File: config.mk
export PLATFORM = sky130hd
export DESIGN_NAME = vga_sync_receiver
export DESIGN_NICKNAME = d
export VERILOG_FILES = /design/src/rtl/vga_sync_receiver.sv
export SDC_FILE = /design/constraint.sdc
export NUM_CORES = 1
export LEC_CHECK = 0
export ABC_AREA = 0
export BUFFER_PORTS_ARGS = -buffer_cell sky130_fd_sc_hd__buf_2
export CORE_UTILIZATION = 35
export CTS_CLUSTER_DIAMETER = 30
export DETAILED_ROUTE_END_ITERATION = 10
export GPL_TIMING_DRIVEN = 0
export SYNTH_ARGS = -nofsm -noshare
export SYNTH_HDL_FRONTEND = slang
export SYNTH_SLANG_ARGS = --single-unit
File: constraint.sdc
create_clock -name pclk -period 4.4 [get_ports pclk]
set_input_delay 1.32 -clock pclk [delete_from_list [all_inputs] [get_ports pclk]]
set_output_delay 1.32 -clock pclk [all_outputs]
set_load 0.005 [all_outputs]
File: src/rtl/vga_sync_receiver.sv
// Sink-side VGA timing recovery: rebuilds pixel/line counters from hsync/vsync, measures timing, reports lock.
// Optional feature macro VGA_RX_INPUT_SYNC_EN adds a 2-flop input synchronizer with compensated counter load.
module vga_sync_receiver #(
    parameter int H_ACTIVE     = 640,
    parameter int H_TOTAL      = 800,
    parameter int H_SYNC_START = 656,
    parameter int V_ACTIVE     = 480,
    parameter int V_TOTAL      = 525,
    parameter int V_SYNC_START = 490
) (
    input  logic       pclk,
    input  logic       reset,
    input  logic       hsync_in,
    input  logic       vsync_in,
    output logic       valid,
    output logic [9:0] h_cnt,
    output logic [9:0] v_cnt,
    output logic       locked,
    output logic       frame_start,
    output logic       sync_err,
    output logic [9:0] line_len,
    output logic [9:0] frame_lines
);

    typedef enum logic [1:0] {
        SEARCH  = 2'd0,
        ACQUIRE = 2'd1,
        LOCKED  = 2'd2
    } state_t;

`ifdef VGA_RX_INPUT_SYNC_EN
    // Two synchronizer stages delay the detected fall; load further ahead to stay zero-offset.
    localparam int HFALL_LOAD = (H_SYNC_START + 3) % H_TOTAL;
`else
    localparam int HFALL_LOAD = (H_SYNC_START + 1) % H_TOTAL;
`endif

    localparam logic [9:0]  SAT          = 10'd1023;
    localparam logic [9:0]  PX_LAST      = 10'(H_TOTAL - 1);
    localparam logic [9:0]  LN_LAST      = 10'(V_TOTAL - 1);
    localparam logic [9:0]  PX_LOAD      = 10'(HFALL_LOAD);
    localparam logic [9:0]  HFALL_EXPECT = 10'((HFALL_LOAD + H_TOTAL - 1) % H_TOTAL);
    localparam logic [9:0]  LN_LOAD      = 10'(V_SYNC_START);
    localparam logic [9:0]  LN_EARLY     = 10'(V_SYNC_START - 1);
    localparam logic [9:0]  FRAME_LINES  = 10'(V_TOTAL);
    localparam logic [10:0] LCNT_MAX     = 11'(2 * H_TOTAL);

    logic hs_src, vs_src;

`ifdef VGA_RX_INPUT_SYNC_EN
    logic [1:0] hs_sync_q, vs_sync_q;

    always_ff @(posedge pclk or negedge reset) begin
        if (!reset) begin
            hs_sync_q <= 2'b11;
            vs_sync_q <= 2'b11;
        end else begin
            hs_sync_q <= {hs_sync_q[0], hsync_in};
            vs_sync_q <= {vs_sync_q[0], vsync_in};
        end
    end

    assign hs_src = hs_sync_q[1];
    assign vs_src = vs_sync_q[1];
`else
    assign hs_src = hsync_in;
    assign vs_src = vsync_in;
`endif

    logic        hs_q, vs_q;
    logic [9:0]  px_q, px_d;
    logic [9:0]  ln_q, ln_d;
    logic [10:0] lcnt_q, lcnt_d;
    logic [9:0]  fcnt_q, fcnt_d;
    logic [9:0]  line_len_q, line_len_d;
    logic [9:0]  frame_lines_q, frame_lines_d;
    logic        sticky_q, sticky_d;
    logic        sync_err_q, sync_err_d;
    state_t      state_q, state_d;

    logic hfall, vfall, px_wrap;
    logic line_err, frame_err, timeout;

    assign hfall     = !hs_src && hs_q;
    assign vfall     = !vs_src && vs_q;
    assign px_wrap   = !hfall && (px_q == PX_LAST);
    assign line_err  = hfall && (px_q != HFALL_EXPECT);
    assign frame_err = vfall && (ln_q != LN_EARLY) && (ln_q != LN_LOAD);
    assign timeout   = (lcnt_q == LCNT_MAX);

    // NOTE: every variable gets a default first, so no path leaves it unassigned and no latch is inferred.
    always_comb begin
        px_d          = px_q;
        ln_d          = ln_q;
        lcnt_d        = lcnt_q;
        fcnt_d        = fcnt_q;
        line_len_d    = line_len_q;
        frame_lines_d = frame_lines_q;

        if (hfall)
            px_d = PX_LOAD;
        else if (px_wrap)
            px_d = '0;
        else
            px_d = px_q + 10'd1;

        if (vfall)
            ln_d = LN_LOAD;
        else if (px_wrap)
            ln_d = (ln_q == LN_LAST) ? 10'd0 : ln_q + 10'd1;

        if (hfall) begin
            line_len_d = (lcnt_q >= 11'd1023) ? SAT : 10'(lcnt_q + 11'd1);
            lcnt_d     = '0;
        end else if (lcnt_q != LCNT_MAX) begin
            lcnt_d = lcnt_q + 11'd1;
        end

        // A same-cycle hfall belongs to the frame that this vfall opens.
        if (vfall) begin
            frame_lines_d = fcnt_q;
            fcnt_d        = hfall ? 10'd1 : 10'd0;
        end else if (hfall && fcnt_q != SAT) begin
            fcnt_d = fcnt_q + 10'd1;
        end
    end

    always_comb begin
        state_d    = state_q;
        sticky_d   = sticky_q;
        sync_err_d = 1'b0;

        case (state_q)
            SEARCH: begin
                if (vfall) begin
                    state_d  = ACQUIRE;
                    sticky_d = 1'b0;
                end
            end
            ACQUIRE: begin
                if (timeout) begin
                    state_d = SEARCH;
                end else begin
                    sticky_d = sticky_q | line_err;
                    if (vfall) begin
                        if (!(sticky_q | line_err) && fcnt_q == FRAME_LINES)
                            state_d = LOCKED;
                        sticky_d = 1'b0;
                    end
                end
            end
            LOCKED: begin
                if (line_err || frame_err || timeout) begin
                    state_d    = SEARCH;
                    sync_err_d = 1'b1;
                end
            end
            default: state_d = SEARCH;
        endcase
    end

    // NOTE: sequential state uses non-blocking assignments so all registers update from pre-edge values.
    always_ff @(posedge pclk or negedge reset) begin
        if (!reset) begin
            hs_q          <= 1'b1;
            vs_q          <= 1'b1;
            px_q          <= '0;
            ln_q          <= '0;
            lcnt_q        <= '0;
            fcnt_q        <= '0;
            line_len_q    <= '0;
            frame_lines_q <= '0;
            sticky_q      <= 1'b0;
            sync_err_q    <= 1'b0;
            state_q       <= SEARCH;
        end else begin
            hs_q          <= hs_src;
            vs_q          <= vs_src;
            px_q          <= px_d;
            ln_q          <= ln_d;
            lcnt_q        <= lcnt_d;
            fcnt_q        <= fcnt_d;
            line_len_q    <= line_len_d;
            frame_lines_q <= frame_lines_d;
            sticky_q      <= sticky_d;
            sync_err_q    <= sync_err_d;
            state_q       <= state_d;
        end
    end

    assign locked      = (state_q == LOCKED);
    assign valid       = locked && (px_q < 10'(H_ACTIVE)) && (ln_q < 10'(V_ACTIVE));
    assign h_cnt       = (px_q < 10'(H_ACTIVE)) ? px_q : 10'd0;
    assign v_cnt       = (ln_q < 10'(V_ACTIVE)) ? ln_q : 10'd0;
    assign frame_start = locked && (px_q == 10'd0) && (ln_q == 10'd0);
    assign sync_err    = sync_err_q;
    assign line_len    = line_len_q;
    assign frame_lines = frame_lines_q;

endmodule

# Word level (Yosys, flattened, before mapping)
# Cells that the tools add are included.
# totals
regBits	67
out_inout_bits	44
inputBits	4
wordCells	87
# classes
muxes	25
reduce_logical	27
n_addsub	4
bitwise	1
order_cmp	3
eq_ne	16
# ops
cell	count
$mux W10	10
$add A10 B1 Y10 const B	3
$eq A10 B10 Y1 const B	3
$mux W11	2
$logic_not A10 Y1	2
$ne A10 B10 Y1 const B	2
$ne A10 B9 Y1 const B	2
$logic_and A1 B1 Y1	12
$add A11 B1 Y11 const B	1
$eq A11 B11 Y1 const B	1
$ge A11 B10 Y1 const B	1
$ne A11 B11 Y1 const B	1
$lt A10 B10 Y1 const B	1
$lt A10 B9 Y1 const B	1
$mux W2	5
$reduce_bool A2 Y1	4
$mux W1	6
$ne A3 B3 Y1 const B	2
$pmux W2 S3	1
$logic_not A1 Y1	4
$ne A2 B2 Y1 const B	2
$reduce_and A4 Y1	1
$reduce_and A3 Y1	1
$eq A2 B1 Y1 const B	1
6 further kinds	7

# Depth between registers and ports, before layout
# logic_depth
depth_word	10
mapped_depth	7
ltp_nobuf	6

# Least setup slack after synthesis
# No wires, ideal clock.
# synth_timing
path_type	reg-to-output
startpoint	register ln_q[5]
endpoint	output valid
path_stages_with_launch	5
path_slack_ps	1929
arrival_time_ps	1151
path_cell_list	dfrtp_1 -> and4_1 -> clkbuf_1 -> nor2_1 -> and3_1
# synth_between
elab_chain_len	2
# synth_lines
item	line_no	text
start, declared	72	logic [9:0] ln_q, ln_d;
start signal, assigned	180	ln_q <= ln_d;
$lt A10 B9 Y1	192	assign valid = locked && (px_q < 10'(H_ACTIVE)) && (ln_q < 10'(V_ACTIVE));
$logic_and A1 B1 Y1	192	
end, declared	15	output logic valid,
# Every way passes these cells.

# Worst setup path after layout
# layout_timing
startpoint	register px_q[7]
endpoint	output valid
# layout_between
elab_chain_len	3
# layout_lines
item	line_no	text
start, declared	71	logic [9:0] px_q, px_d;
start signal, assigned	179	px_q <= px_d;
$lt A10 B10 Y1	192	
$logic_and A1 B1 Y1 (2 in a row)	192	
# Every way passes these cells.

==> metrics.txt <==
status finished, final reports clean; Synth top cells by count dfrtp_1 (65), nand2_1 (44), nor2_1 (44), and2_1 (17), a21oi_1 (16); die height 102 µm; most instantiated library cell after synthesis dfrtp_1; final worst path period need 3.14 ns; combinational power share 0.124; Worst Path Max Fanout 8; die area 10400 µm²; clock-pin slew on the worst setup and hold paths roughly 0.070 ns; Worst Path Required between 3 and 4 ns; Max Cap Viol 0; Synth area leaders dfrtp_1 (47%), nand2_1 (4.7%), nor2_1 (4.7%), ha_1 (3.6%), and2_1 (3.0%); combinational family with the most area after synthesis simple AND/OR/NAND/NOR gates; CTS root buf clkbuf_8; num rows 36; Worst-Skew Late Latency 0.35 ns; Setup crit end kind output port; pwr dens 376 nW/µm²; Syn Area/Cell 9.23 µm²; Starting Density 0.359; gr ovfl total 0; final instance area ~4100 µm²; EDFF count, synth 0; layout cells sized above 1 0.168; # setup viols final 0; placed cell areas 3900 µm²; leakage 1.91 nW; Final GP Congestion 0.849; Cells after Synth 379; Num CTS Buffers 9; WS Path Type reg2out; postcts setup bufs 0; number of H-tree levels 3; IO Port Bufs 46; f_max 318 MHz; Setup TNS 0 ns; final WL 8090 µm; largest net degree at the start of global routing 68; CTS hold repair buffers 0; max-slew violations 0; mux cell area share after synthesis 0.00859; post-synthesis simple-gate area fraction 0.268; Synth async-reset ratio 1.00; post-synth net total 393; dpl cells approximately 560; Top FF cell, synth dfrtp_1; arrival time worst endpoint roughly 1.8 ns; NetSw 0.422 mW; mapped cell area around 3500 µm²; switch share 0.271; worst relative slew slack 0.430; top cell type's share of synthesized area 0.465; Final Non-Filler Cells between 500 and 600; Internal ~1.1 mW; Worst setup SP type register; vias in the first global route between 2000 and 3000; synthesized flop and latch total 67; synthesis-to-finish area growth 18.3%; Worst Skew 0.00900 ns; Flop pwr share 0.474; aggregate global-route resource usage 0.171; layout net count 450; Vias/cell 5.17; via total after detailed routing 2968; global-route wire length before repair 13800 µm; core area about 9700 µm²; DR WL/cell 14.1 µm; I/O pins 48; CTS tree done; Post-Synth XOR/XNOR Area 0.0501; post-synth cell types 55; Synth Area in Adders 0.0358; Die W just over 100 µm; Longest Clk Path Bufs 2; Yosys top cell by area dfrtp_1; cts repair resizes 0; Diodes inserted 0; Seq/Total Area, Yosys 0.480; number of fill cells 995; DRT iter0 DRCs between 100 and 150; VDD IR max 168 µV; Final HPWL DP 5530 µm; Slew @ Worst Pin 0.854 ns; fin util 0.425; Final ANT Viol Nets 0; Hold WC Path Type reg2reg; DRC viols 0; Num Clock Sinks 67; Yosys warning count 0; RSZ-0062 raised after global routing no; initial antenna violation count 0; Final Hold Fails 0; drt pass-1 iters 4; clock share of power 0.401; Tcrit/Tclk final 0.715; complex-gate fraction of the synthesized area 0.121
-- power by group through the flow --
stage | clock, mW | sequential (mW) | combinational, mW
CTS | 0.634 | 0.739 | 0.197
global placement | 0 | 0.748 | 0.192
global route | 0.662 | 0.749 | 0.226
finish | 0.624 | 0.738 | 0.194
floorplan | 0 | 0.737 | 0.127
detailed placement | 0 | 0.750 | 0.197
-- layer usage --
| layer | track usage | share of wire | vias up | routed length, µm |
|---|---|---|---|---|
| met5 | 0 | 0 | - | 0 |
| li1 | - | - | 1443 | - |
| met1 | 0.230 | 0.48 | 1454 | 3880 |
| met2 | 0.275 | 0.47 | 59 | 3820 |
| met4 | 0.0758 | 0.018 | 0 | 148 |
| met3 | 0.0246 | 0.030 | 12 | 245 |
-- stage by stage --
step | setup WS [ns] | total power [mW] | hold WS [ns]
after floorplan | 1.93 | 0.864 | 0.442
final | 1.26 | 1.56 | 0.477
after detailed placement | 1.58 | 0.947 | 0.461
after global placement | 1.60 | 0.940 | 0.461
after global routing | 1.12 | 1.64 | 0.505
after CTS | 1.24 | 1.57 | 0.481
-- critical path, cell delays in order, from the launching register on --
cell and delay [ns]:
dfrtp_1 0.36, clkbuf_1 0.20, o21ai_0 0.57, and3_1 0.25, buf_2 0.11
-- cell families (layout without fill, tap and decap cells) --
logic type	count (synthesis)	after routing
xor gates and xnor gates	20	20
muxes	3	3
DFF	67	67
adders and majority gates	10	10
buffers and inverters	31	93
AOI/OAI and AO/OA	63	63
and+or+nand+nor	184	184
other	1	1
-- final cells by class --
class | count | area [µm²] | share of cell area
sequential | 67 | 1680 | 0.406
clock buffer | 9 | 124 | 0.0299
tap | 133 | 166 | 0.0402
multi-input combinational | 281 | 1690 | 0.410
buffer | 19 | 78.8 | 0.0191
clock inverter | 7 | 116 | 0.0281
timing repair buffer | 46 | 233 | 0.0563
inverter | 12 | 45.0 | 0.0109
-- path summary, 6_finish.rpt --
check                                from        endpoint  slack, ns  cells past startpoint
setup / recovery                  px_q[7]           valid       1.26                      4
hold / removal             frame_lines[5]  frame_lines[5]       0.48                      2
setup reg to reg                  px_q[0]         ln_q[8]       2.29                      6
hold reg to reg            frame_lines[5]  frame_lines[5]       0.48                      2
max in group asynchronous           reset  frame_lines[2]       2.77                      1
min in group asynchronous           reset         px_q[2]       1.07                      1
-- flip-flops by register name (all words and copies together), names as in the netlist --
signal and count:
lcnt_q 11, fcnt_q 10, frame_lines 10, line_len 10, ln_q 10, px_q 10
state_q 2, hs_q 1, sticky_q 1, sync_err 1, vs_q 1
-- layout by cell type, fill, tap and decap left out, drive strengths merged, types with 2 or more instances in the layout --
master  netlist  routed
dfrtp        65      65
buf           5      51
nor2         44      44
nand2        44      44
clkbuf       14      23
and2         17      17
a21oi        16      16
o21ai        16      16
nor3         15      15
inv          12      12
nand4        12      12
xor2         10      10
xnor2        10      10
ha           10      10
nor2b         8       8
nand3         8       8
nor4          7       7
and3          7       7
nand2b        5       5
a31oi         5       5
a221o         5       5
and4          4       4
o211ai        4       4
nor3b         3       3
mux2i         3       3
bufinv        0       3
clkinv        0       3
nand4b        2       2
or3           2       2
a31o          2       2
o21a          2       2
dfstp         2       2
o31ai         2       2
(Power assumes the default switching activity.)
